==> src/rtl/writeback_unit_pkg.sv <==
// Shared encodings for the writeback stage: result-select, load funct3 and legal XLEN values.
package wb_pkg;

  typedef enum logic [1:0] {
    RES_ALU  = 2'b00,
    RES_LOAD = 2'b01,
    RES_PC4  = 2'b10,
    RES_IMM  = 2'b11
  } result_src_e;

  typedef enum logic [2:0] {
    LT_LB   = 3'b000,
    LT_LH   = 3'b001,
    LT_LW   = 3'b010,
    LT_LD   = 3'b011,
    LT_LBU  = 3'b100,
    LT_LHU  = 3'b101,
    LT_LWU  = 3'b110,
    LT_RSVD = 3'b111
  } load_type_e;

  localparam int unsigned XLEN_LEGAL_A = 32;
  localparam int unsigned XLEN_LEGAL_B = 64;

  function automatic bit xlen_legal(input int unsigned xlen);
    return (xlen == XLEN_LEGAL_A) || (xlen == XLEN_LEGAL_B);
  endfunction

endpackage

==> src/rtl/writeback_unit_if.sv <==
// M-to-W pipeline bundle plus W-stage outputs; master drives the stage, slave is the writeback unit.
interface writeback_unit_if #(
  parameter int unsigned XLEN   = 32,
  parameter int unsigned REG_AW = 5
);
  logic              StallW;
  logic              FlushW;
  logic              ValidM;
  logic              RegWriteM;
  logic [REG_AW-1:0] RdM;
  logic [1:0]        ResultSrcM;
  logic [2:0]        LoadTypeM;
  logic [XLEN-1:0]   ALU_ResultM;
  logic [XLEN-1:0]   ReadDataM;
  logic [XLEN-1:0]   PCPlus4M;
  logic [XLEN-1:0]   ImmExtM;

  logic              ValidW;
  logic              RegWriteW;
  logic [REG_AW-1:0] RdW;
  logic [XLEN-1:0]   ResultW;

  modport master (
    output StallW, FlushW, ValidM, RegWriteM, RdM, ResultSrcM, LoadTypeM,
           ALU_ResultM, ReadDataM, PCPlus4M, ImmExtM,
    input  ValidW, RegWriteW, RdW, ResultW
  );

  modport slave (
    input  StallW, FlushW, ValidM, RegWriteM, RdM, ResultSrcM, LoadTypeM,
           ALU_ResultM, ReadDataM, PCPlus4M, ImmExtM,
    output ValidW, RegWriteW, RdW, ResultW
  );
endinterface

==> src/rtl/writeback_unit_load_extend.sv <==
// Combinational load alignment and sign/zero extension of the raw aligned memory word.
module load_extend
  import wb_pkg::*;
#(
  parameter int unsigned XLEN = 32
) (
  input  load_type_e                    load_type_i,
  input  logic [$clog2(XLEN/8)-1:0]     offset_i,
  input  logic [XLEN-1:0]               rdata_i,
  output logic [XLEN-1:0]               data_o
);
  localparam int unsigned OB = $clog2(XLEN/8);

  logic [OB-1:0]   off;
  logic [XLEN-1:0] shifted;

  // LD masks the offset to zero, so shifted equals the raw word for LD (and LW/LWU at XLEN=32)
  always_comb begin
    off = offset_i;
    unique case (load_type_i)
      LT_LH, LT_LHU: off[0]   = 1'b0;
      LT_LW, LT_LWU: off[1:0] = 2'b00;
      LT_LD:         off      = '0;
      default:       off      = offset_i;
    endcase
    shifted = rdata_i >> {off, 3'b000};
  end

  always_comb begin
    data_o = rdata_i;
    unique case (load_type_i)
      LT_LB:   data_o = XLEN'($signed(shifted[7:0]));
      LT_LH:   data_o = XLEN'($signed(shifted[15:0]));
      LT_LW:   data_o = XLEN'($signed(shifted[31:0]));
      LT_LD:   data_o = shifted;
      LT_LBU:  data_o = XLEN'(shifted[7:0]);
      LT_LHU:  data_o = XLEN'(shifted[15:0]);
      LT_LWU:  data_o = XLEN'(shifted[31:0]);
      default: data_o = rdata_i;
    endcase
  end

endmodule

==> src/rtl/writeback_unit.sv <==
// W pipeline register with result select and load extension.
// Optional retired-instruction counter enabled by defining WB_RETIRE_CNT_EN.
module writeback_unit
  import wb_pkg::*;
#(
  parameter int unsigned XLEN   = 32,
  parameter int unsigned REG_AW = 5
) (
  input  logic             clk,
  input  logic             reset,
  writeback_unit_if.slave  wb
`ifdef WB_RETIRE_CNT_EN
  ,
  output logic [63:0]      RetireCount
`endif
);
  localparam int unsigned OB = $clog2(XLEN/8);

  if (!xlen_legal(XLEN)) begin : g_xlen_illegal
    $error("writeback_unit: XLEN must be 32 or 64");
  end

  logic              valid_q,    valid_d;
  logic              regwrite_q, regwrite_d;
  logic [REG_AW-1:0] rd_q,       rd_d;
  result_src_e       src_q,      src_d;
  load_type_e        lt_q,       lt_d;
  logic [XLEN-1:0]   alu_q,      alu_d;
  logic [XLEN-1:0]   rdata_q,    rdata_d;
  logic [XLEN-1:0]   pc4_q,      pc4_d;
  logic [XLEN-1:0]   imm_q,      imm_d;

  logic [XLEN-1:0]   load_data;
  logic [XLEN-1:0]   result;

  // Flush only drops the valid bit; payload fields hold so ResultW stays stable.
  always_comb begin
    valid_d    = valid_q;
    regwrite_d = regwrite_q;
    rd_d       = rd_q;
    src_d      = src_q;
    lt_d       = lt_q;
    alu_d      = alu_q;
    rdata_d    = rdata_q;
    pc4_d      = pc4_q;
    imm_d      = imm_q;
    if (wb.FlushW) begin
      valid_d = 1'b0;
    end else if (!wb.StallW) begin
      valid_d    = wb.ValidM;
      regwrite_d = wb.RegWriteM;
      rd_d       = wb.RdM;
      src_d      = result_src_e'(wb.ResultSrcM);
      lt_d       = load_type_e'(wb.LoadTypeM);
      alu_d      = wb.ALU_ResultM;
      rdata_d    = wb.ReadDataM;
      pc4_d      = wb.PCPlus4M;
      imm_d      = wb.ImmExtM;
    end
  end

  always_ff @(posedge clk or posedge reset) begin
    if (reset) begin
      valid_q    <= 1'b0;
      regwrite_q <= 1'b0;
      rd_q       <= '0;
      src_q      <= RES_ALU;
      lt_q       <= LT_LB;
      alu_q      <= '0;
      rdata_q    <= '0;
      pc4_q      <= '0;
      imm_q      <= '0;
    end else begin
      valid_q    <= valid_d;
      regwrite_q <= regwrite_d;
      rd_q       <= rd_d;
      src_q      <= src_d;
      lt_q       <= lt_d;
      alu_q      <= alu_d;
      rdata_q    <= rdata_d;
      pc4_q      <= pc4_d;
      imm_q      <= imm_d;
    end
  end

  load_extend #(.XLEN(XLEN)) u_load_extend (
    .load_type_i (lt_q),
    .offset_i    (alu_q[OB-1:0]),
    .rdata_i     (rdata_q),
    .data_o      (load_data)
  );

  always_comb begin
    result = alu_q;
    unique case (src_q)
      RES_ALU:  result = alu_q;
      RES_LOAD: result = load_data;
      RES_PC4:  result = pc4_q;
      RES_IMM:  result = imm_q;
      default:  result = alu_q;
    endcase
  end

  assign wb.ValidW    = valid_q;
  assign wb.RegWriteW = regwrite_q & valid_q & (rd_q != '0);
  assign wb.RdW       = rd_q;
  assign wb.ResultW   = result;

`ifdef WB_RETIRE_CNT_EN
  logic [63:0] retire_q, retire_d;

  always_comb begin
    retire_d = retire_q;
    if (valid_q && !wb.StallW) retire_d = retire_q + 64'd1;
  end

  always_ff @(posedge clk or posedge reset) begin
    if (reset) retire_q <= '0;
    else       retire_q <= retire_d;
  end

  assign RetireCount = retire_q;
`endif

endmodule

==> src/flat_wrapper.sv <==
// flat-port wrapper written by rule: the top's interface ports become plain ports
module writeback_unit_flat import wb_pkg::*;
#(
  parameter int unsigned XLEN   = 32,
  parameter int unsigned REG_AW = 5
)
  (clk, reset, wb_StallW, wb_FlushW, wb_ValidM, wb_RegWriteM, wb_RdM, wb_ResultSrcM, wb_LoadTypeM, wb_ALU_ResultM, wb_ReadDataM, wb_PCPlus4M, wb_ImmExtM, wb_ValidW, wb_RegWriteW, wb_RdW, wb_ResultW);
  writeback_unit_if #(.XLEN(XLEN), .REG_AW(REG_AW)) wb_i ();
  input  logic clk;
  input  logic reset;
  input wire logic [$bits(wb_i.StallW)-1:0] wb_StallW;
  input wire logic [$bits(wb_i.FlushW)-1:0] wb_FlushW;
  input wire logic [$bits(wb_i.ValidM)-1:0] wb_ValidM;
  input wire logic [$bits(wb_i.RegWriteM)-1:0] wb_RegWriteM;
  input wire logic [$bits(wb_i.RdM)-1:0] wb_RdM;
  input wire logic [$bits(wb_i.ResultSrcM)-1:0] wb_ResultSrcM;
  input wire logic [$bits(wb_i.LoadTypeM)-1:0] wb_LoadTypeM;
  input wire logic [$bits(wb_i.ALU_ResultM)-1:0] wb_ALU_ResultM;
  input wire logic [$bits(wb_i.ReadDataM)-1:0] wb_ReadDataM;
  input wire logic [$bits(wb_i.PCPlus4M)-1:0] wb_PCPlus4M;
  input wire logic [$bits(wb_i.ImmExtM)-1:0] wb_ImmExtM;
  output wire logic [$bits(wb_i.ValidW)-1:0] wb_ValidW;
  output wire logic [$bits(wb_i.RegWriteW)-1:0] wb_RegWriteW;
  output wire logic [$bits(wb_i.RdW)-1:0] wb_RdW;
  output wire logic [$bits(wb_i.ResultW)-1:0] wb_ResultW;
  assign wb_i.StallW = wb_StallW;
  assign wb_i.FlushW = wb_FlushW;
  assign wb_i.ValidM = wb_ValidM;
  assign wb_i.RegWriteM = wb_RegWriteM;
  assign wb_i.RdM = wb_RdM;
  assign wb_i.ResultSrcM = wb_ResultSrcM;
  assign wb_i.LoadTypeM = wb_LoadTypeM;
  assign wb_i.ALU_ResultM = wb_ALU_ResultM;
  assign wb_i.ReadDataM = wb_ReadDataM;
  assign wb_i.PCPlus4M = wb_PCPlus4M;
  assign wb_i.ImmExtM = wb_ImmExtM;
  assign wb_ValidW = wb_i.ValidW;
  assign wb_RegWriteW = wb_i.RegWriteW;
  assign wb_RdW = wb_i.RdW;
  assign wb_ResultW = wb_i.ResultW;
  writeback_unit #(.XLEN(XLEN), .REG_AW(REG_AW)) u_core (.clk(clk), .reset(reset), .wb(wb_i));
endmodule
==> config.mk <==
export PLATFORM = sky130hd
export DESIGN_NAME = writeback_unit_flat
export DESIGN_NICKNAME = d
export VERILOG_FILES = /design/src/rtl/writeback_unit_pkg.sv /design/src/rtl/writeback_unit_if.sv /design/src/rtl/writeback_unit_load_extend.sv /design/src/rtl/writeback_unit.sv /design/src/flat_wrapper.sv
export SDC_FILE = /design/constraint.sdc
export NUM_CORES = 1
export LEC_CHECK = 0
export ABC_AREA = 1
export CORE_MARGIN = 3
export CORE_UTILIZATION = 54
export DETAILED_ROUTE_END_ITERATION = 10
export GPL_TIMING_DRIVEN = 0
export PLACE_DENSITY_LB_ADDON = 0.12
export RECOVER_POWER = 50
export REMOVE_ABC_BUFFERS = 1
export SYNTH_ARGS = -nofsm -noshare
export SYNTH_HDL_FRONTEND = slang
export SYNTH_HIERARCHICAL = 1
export SYNTH_SLANG_ARGS = --single-unit
==> constraint.sdc <==
create_clock -name clk -period 11.3 [get_ports clk]
set_clock_uncertainty 0.05 [all_clocks]
set_input_delay 2.825 -clock clk [delete_from_list [all_inputs] [get_ports clk]]
set_output_delay 2.825 -clock clk [all_outputs]
set_load 0.01 [all_outputs]
==> impl_results.md, run 1 <==
* Status: finished, violations left
* Failing checks: max-capacitance violations, max-slew violations
* # H-tree levels at 4
* Yosys Warn Count at 6
* Post-synth EDFFs at 0
* Vias at around 7600
* Max VDD drop at 0.119 mV
* RSZ-0062 raised after global routing: no
* Async set or reset register ratio after synthesis at 100%
* Final Non-Filler Cells at around 1400
* Starting density of the core at 56.3%
* Clk buf depth at 2
* Hold Buf Count CTS at 0
* Total CTS buffers at 17
* Die Width at 124 um
* Final period utilization at ~57%
* Worst min-delay path class: reg -> reg
* Syn avg cell area at 7.26 um^2
* Cell taking the most area after synthesis: dfrtp_1
* Pin count of the biggest net entering global routing at between 80 and 90
* Post_cts resized at 0
* Final min period at 6.46 ns
* Register area at about 3500 um^2
* PwrDens at between 150 and 200 nW/um^2
* Placeable Area at 13500 um^2
* Synth top area cells: dfrtp_1 46%, nand2_1 22%, nand3_1 9.7%
* CTS tree: built
* Routed Wire Length at 22.0 mm
* Crit Path Class: reg -> out
* Synth Flop Type: dfrtp_1
* Max-slew headroom at -107%
* Synthesis-to-layout area growth at 31.7%
* DR pass1 iterations at 5
* First-pass GRT wire length at around 36 mm
* Clock slew at reported path FFs at roughly 0.060 ns
* Worst skew pair latency at approximately 0.41 ns
* N_diodes at 0
* Yosys reg bits at 140
* Unique cell type count in the Yosys netlist at 22
* Reg2reg setup slack at 8.88 ns
* CP required at 8.43 ns
* Hold Fails Final Rpt at 0
* Core Rows at 42
* CP endpoint kind: output port
* Total GRT Usage at between 20% and 30%
* Post-DP Area at ~9400 um^2
* Max Cap Viol at 3
* Worst-Margin Slew at about 3.1 ns
* Clk sink count at 140
* Vias in the first global route at approximately 7200
* WL per Instance at about 16 um
* Endpoints failing setup at 0
* Antenna violations before repair at 0
* Post-Synthesis Cells at approximately 1000
* Gr ovfl total at 0
* Leakage at ~4.7 nW
* Cell area after synthesis at 7570 um^2
* Post-route ant nets at 0
* Critical path arrival at between 3 and 4 ns
* Drc violations at 0
* Layout Cell Area excl Fill at about 10000 um^2
* Chip Height at between 100 and 150 um
* Filler instances at 1096
* Fmax at roughly 150 MHz
* CP max FO at 24
* Setup Buffers After CTS at 0
* Die area at 15500 um^2
* Number of port buffers at roughly 180
* Num ports at roughly 180
* Vias per inst at between 5 and 6
* Sequential cell area fraction in the yosys report at 46.3%
* Multi-input gate area in the final layout at 3450 um^2
* Root buf cell: clkbuf_16
* Fraction of layout cells with a size suffix above 1 at 4.81%
* HPWL after DPL at approximately 14 mm
* Yosys top cell area share at about 46%
* Max-slew violations at ~160
* Final setup TNS at 0 ns
* CP startpoint kind: flop
* Initial DRC count at 719
* GPL Wtd Cong at 0.874
* Nets@finish at 1317
* Cell total after placement at 1330
kinds of logic after synthesis:
kind of cell	synth area share [%]
buffers and inverters	8.13
AOI/OAI and AO/OA	9.89
DFF	46.3
and+or+nand+nor	35.7
registers in the layout (all words and copies together), names as in the netlist:
name and cells:
u_core/pc4_q 32, u_core/wb.ValidW 1, u_core/src_q 2, u_core/imm_q 32
u_core/rdata_q 32, u_core/regwrite_q 1, u_core/lt_q 3, u_core/wb.RdW 5
u_core/alu_q 32
synth_stat cells, types with 6 or more instances:
| cell type | number |
|---|---|
| nand4_1 | 34 |
| inv_1 | 42 |
| nor2_1 | 6 |
| o21ai_0 | 136 |
| clkbuf_1 | 30 |
| buf_6 | 15 |
| dfrtp_1 | 140 |
| nand2_1 | 434 |
| nand3_1 | 146 |
| o211ai_1 | 6 |
| buf_2 | 22 |
| buf_1 | 13 |
worst paths after layout:
check	end	cells past startpoint	start
max reg2reg	u_core/src_q[0]	3	u_core/src_q[0]
min	u_core/imm_q[22]	2	u_core/imm_q[22]
max	wb_ResultW[21]	11	u_core/lt_q[1]
min in group asynchronous	u_core/wb.RdW[2]	2	reset
max in group asynchronous	u_core/rdata_q[29]	2	reset
min reg2reg	u_core/imm_q[22]	2	u_core/imm_q[22]
layer usage:
| layer | global-route usage [%] | vias to the layer above | part of all wire (%) |
|---|---|---|---|
| met2 | 46.1 | 306 | 49 |
| met5 | 0 | - | 0 |
| met3 | 6.86 | 27 | 7.7 |
| met4 | 7.99 | 0 | 1.5 |
| met1 | 37.2 | 3585 | 42 |
| li1 | - | 3677 | - |
per-stage QoR:
step,power (mW),worst slack (ns),hold WS (ns),util [%]
3_5_place_dp,1.02,5.37,0.432,69.8
2_1_floorplan,0.814,4.67,0.396,-
3_3_place_gp,1.01,1.62,0.419,68.2
4_1_cts,1.58,4.89,0.448,74.2
5_1_grt,1.65,4.40,0.477,74.1
6_report,1.57,4.84,0.448,74.1
layout make-up:
cell class                      instances  share of cell area, %
Timing Repair Buffer                  191                   20.3
Tap cell                              176                   2.21
Inverter                               46                   1.77
Multi-Input combinational cell        777                   34.6
Sequential cell                       140                   35.2
Clock buffer                           22                   4.76
Clock inverter                         10                   1.15
critical path, stage by stage, from the launching register on:
cell             delay (ns)
dfrtp_1                0.43
inv_2                  0.06
nand2_1                0.16
nand3_2                0.48
nand2_1                0.23
nand2_1                0.08
nand2_1                0.10
nand3_2                0.45
nand3_1                0.27
nand3_1                0.17
nand4_1                0.19
clkdlybuf4s50_1        0.54
report_power, final:
group	switching [mW]	internal (mW)	leakage [nW]
Sequential	0.0473	0.564	1.73
Combinational	0.224	0.185	2.72
Clock	0.211	0.342	0.282
Total	0.482	1.09	4.74
cells in the final DEF, fill, tap and decap left out, types with 4 or more instances in the layout:
master / synthesis / final
nand3_1: 146 / 146
nand4_1: 34 / 34
clkbuf_16: 0 / 17
clkdlybuf4s50_1: 0 / 179
inv_1: 42 / 41
buf_12: 0 / 5
dfrtp_1: 140 / 138
o21ai_0: 136 / 136
o211ai_1: 6 / 6
buf_16: 0 / 4
nor2_1: 6 / 5
nand2_1: 434 / 434
(Power assumes the default switching activity.)
==> inputs of run 2 (changes only) <==
CORE_UTILIZATION = 50   (was 54)
clock period = 6.4 ns   (was 11.3 ns; I/O delays follow)
==> run 2 against run 1 <==
The flow still finishes with violations (max-capacitance violations, max-slew violations). Die area increased by 7.6%. Worst setup slack got worse by 3.9 ns. Critical path depth decreased by 3. Cell area increased by 0.11%. Clock power increased by 84%. First-iteration DRC count decreased by 23%. Hold slack got worse by 0.017 ns. Power increased by 79%. Critical endpoint is now u_core/pc4_q[7]. Clock-buffer cell count unchanged. Flip-flop and latch count unchanged.
==> impl_results.md, run 2 (synthesis results as in run 1) <==
* Status: finished, violations left
* Failing checks: max-capacitance violations, max-slew violations
* Fraction of layout cells with a size suffix above 1 at 4.97% (+0.17 points)
* Worst-Margin Slew at 2.39 ns (-0.687 ns)
* Hold Fails Final Rpt at 0 (unchanged)
* Gr ovfl total at 0 (unchanged)
* Total CTS buffers at 17 (unchanged)
* Drc violations at 0 (unchanged)
* Hold Buf Count CTS at 0 (unchanged)
* Setup Buffers After CTS at 0 (unchanged)
* Filler instances at 1299 (+19%)
* WL per Instance at 15.4 um (-4.7%)
* Die Width at 129 um (+3.7%)
* Die area at 16600 um^2 (+7.6%)
* Starting density of the core at 51.7% (-4.6 points)
* Nets@finish at 1317 (unchanged)
* Root buf cell: clkbuf_16
* First-pass GRT wire length at 34.4 mm (-3.9%)
* CTS tree: built
* Clk buf depth at 2 (unchanged)
* N_diodes at 0 (unchanged)
* Slowest cell delay on critical path at 2.02 ns (+1.48 ns)
* CP bufs+invs at 5 (+3)
* Fmax at between 150 and 200 MHz
* Final hold slack at 0.431 ns (-0.0170 ns)
* CP required at 6.70 ns (-1.73 ns)
* Final setup TNS at 0 ns (unchanged)
* Post_cts resized at 0 (unchanged)
* PwrDens at 282 nW/um^2 (+78%)
* Pin count of the biggest net entering global routing at 99 (+18%)
* Most numerous cell on the critical path: buf_12
* Total GRT Usage at 25.5% (-2.5 points)
* Clock slew at reported path FFs at 0.06 ns (about the same)
* Num ports at 183 (unchanged)
* Synthesis-to-layout area growth at 31.8%
* Max Cap Viol at 3 (unchanged)
* RSZ-0062 raised after global routing: no
* CP max FO at 97 (+300%)
* Final period utilization at around 85%
* GPL Wtd Cong at 0.845 (-3.4%)
* Vias per inst at 5.40 (-3.2%)
* Vias at 7393 (-2.7%)
* CP endpoint kind: flop
* Most frequent cells in the layout: 434 x nand2_1, 179 x clkdlybuf4s50_1, 146 x nand3_1, 138 x dfrtp_1, 136 x o21ai_0
* Overall power at 2.81 mW (+79%)
* Placeable Area at 14600 um^2 (+8.9%)
* Number of port buffers at 182 (unchanged)
* Vias in the first global route at 6893 (-4.4%)
* CP top delay family: simple AND/OR/NAND/NOR gates
* Max-slew headroom at -60.5% (+46 points)
* Slowest cell on crit path: nor2_1
* Critical path arrival at 5.71 ns (+2.13 ns)
* Clk sink count at 140 (unchanged)
* Post-route ant nets at 0 (unchanged)
* DR pass1 iterations at 7 (+2)
* Max-slew violations at 185 (+16%)
* Final min period at approximately 5.4 ns
* Commonest non-fill, non-tap cell in the layout: nand2_1
* # H-tree levels at 4 (unchanged)
* Worst skew pair latency at 0.41 ns (about the same)
* Worst min-delay path class: reg -> reg
* Leakage at 4.75 nW (+0.23%)
* CP startpoint kind: input port
* HPWL after DPL at 13.3 mm (-2.9%)
* Routed Wire Length at 21.1 mm (-4.2%)
* Crit-path cells: buf_4 -> clkbuf_2 -> nor2_1 -> buf_12 -> buf_12 -> buf_12 -> nand2_1 -> nand2_1
* Crit Path Class: in -> reg
* Core Rows at 44 (+4.8%)
* Antenna violations before repair at 0 (unchanged)
* Endpoints failing setup at 0 (unchanged)
* Fin util at 68.1% (-5.9 points)
* Chip Height at 129 um (+3.7%)
* Initial DRC count at 554 (-23%)
* Max VDD drop at 0.202 mV (+69%)
[run 2: worst register-to-register path, cell delays in order, from the launching register on]
cell	delay (ns)
dfrtp_2	0.69
buf_12	0.31
inv_1	0.94
o21ai_0	0.23
[run 2: final timing paths]
path / startpoint / end / slack [ns] / depth (start not counted)
setup / recovery: wb_FlushW / u_core/pc4_q[7] / 0.99 / 8
hold / removal: u_core/pc4_q[30] / u_core/pc4_q[30] / 0.43 / 2
setup reg to reg: u_core/src_q[0] / u_core/src_q[0] / 4.01 / 3
hold reg to reg: u_core/pc4_q[30] / u_core/pc4_q[30] / 0.43 / 2
max in group asynchronous: reset / u_core/alu_q[29] / 2.85 / 3
min in group asynchronous: reset / u_core/wb.ValidW / 2.23 / 2
[run 2: final cells by class]
| class | instances | area, um^2 | share of cell area (%) |
|---|---|---|---|
| inverters | 46 | 176 | 1.77 |
| multi-input cells | 777 | 3450 | 34.6 |
| well taps | 184 | 230 | 2.31 |
| repair buffers | 191 | 1990 | 20.0 |
| clock buffers | 22 | 484 | 4.85 |
| flip-flops and latches | 140 | 3510 | 35.1 |
| clock inverters | 10 | 138 | 1.38 |
[run 2: layer usage]
metal	global-route usage, %	share of wire (%)	wire length (um)	vias up
met3	6.51	6.7	1420	28
met4	7.04	1.5	312	0
li1	-	-	-	3667
met2	40.4	47	9960	264
met1	35.3	44	9360	3434
met5	0	0	0	-
[run 2: stage by stage]
step / instances / worst slack, ns / area (um^2)
6_report: 1370 / 0.987 / 9980
3_3_place_gp: 1329 / -2.18 / 9180
4_1_cts: 1370 / 1.17 / 10000
3_5_place_dp: 1338 / 1.66 / 9390
5_1_grt: 1370 / 0.586 / 9980
2_1_floorplan: 963 / 0.997 / 7130
[run 2: where the power goes]
part           internal (mW)  leakage, nW  total, mW  switching (mW)
Sequential             0.996         1.73       1.08          0.0846
Combinational          0.325         2.72      0.708           0.383
Clock                  0.653        0.302       1.02           0.370
Total                   1.97         4.75       2.81           0.838
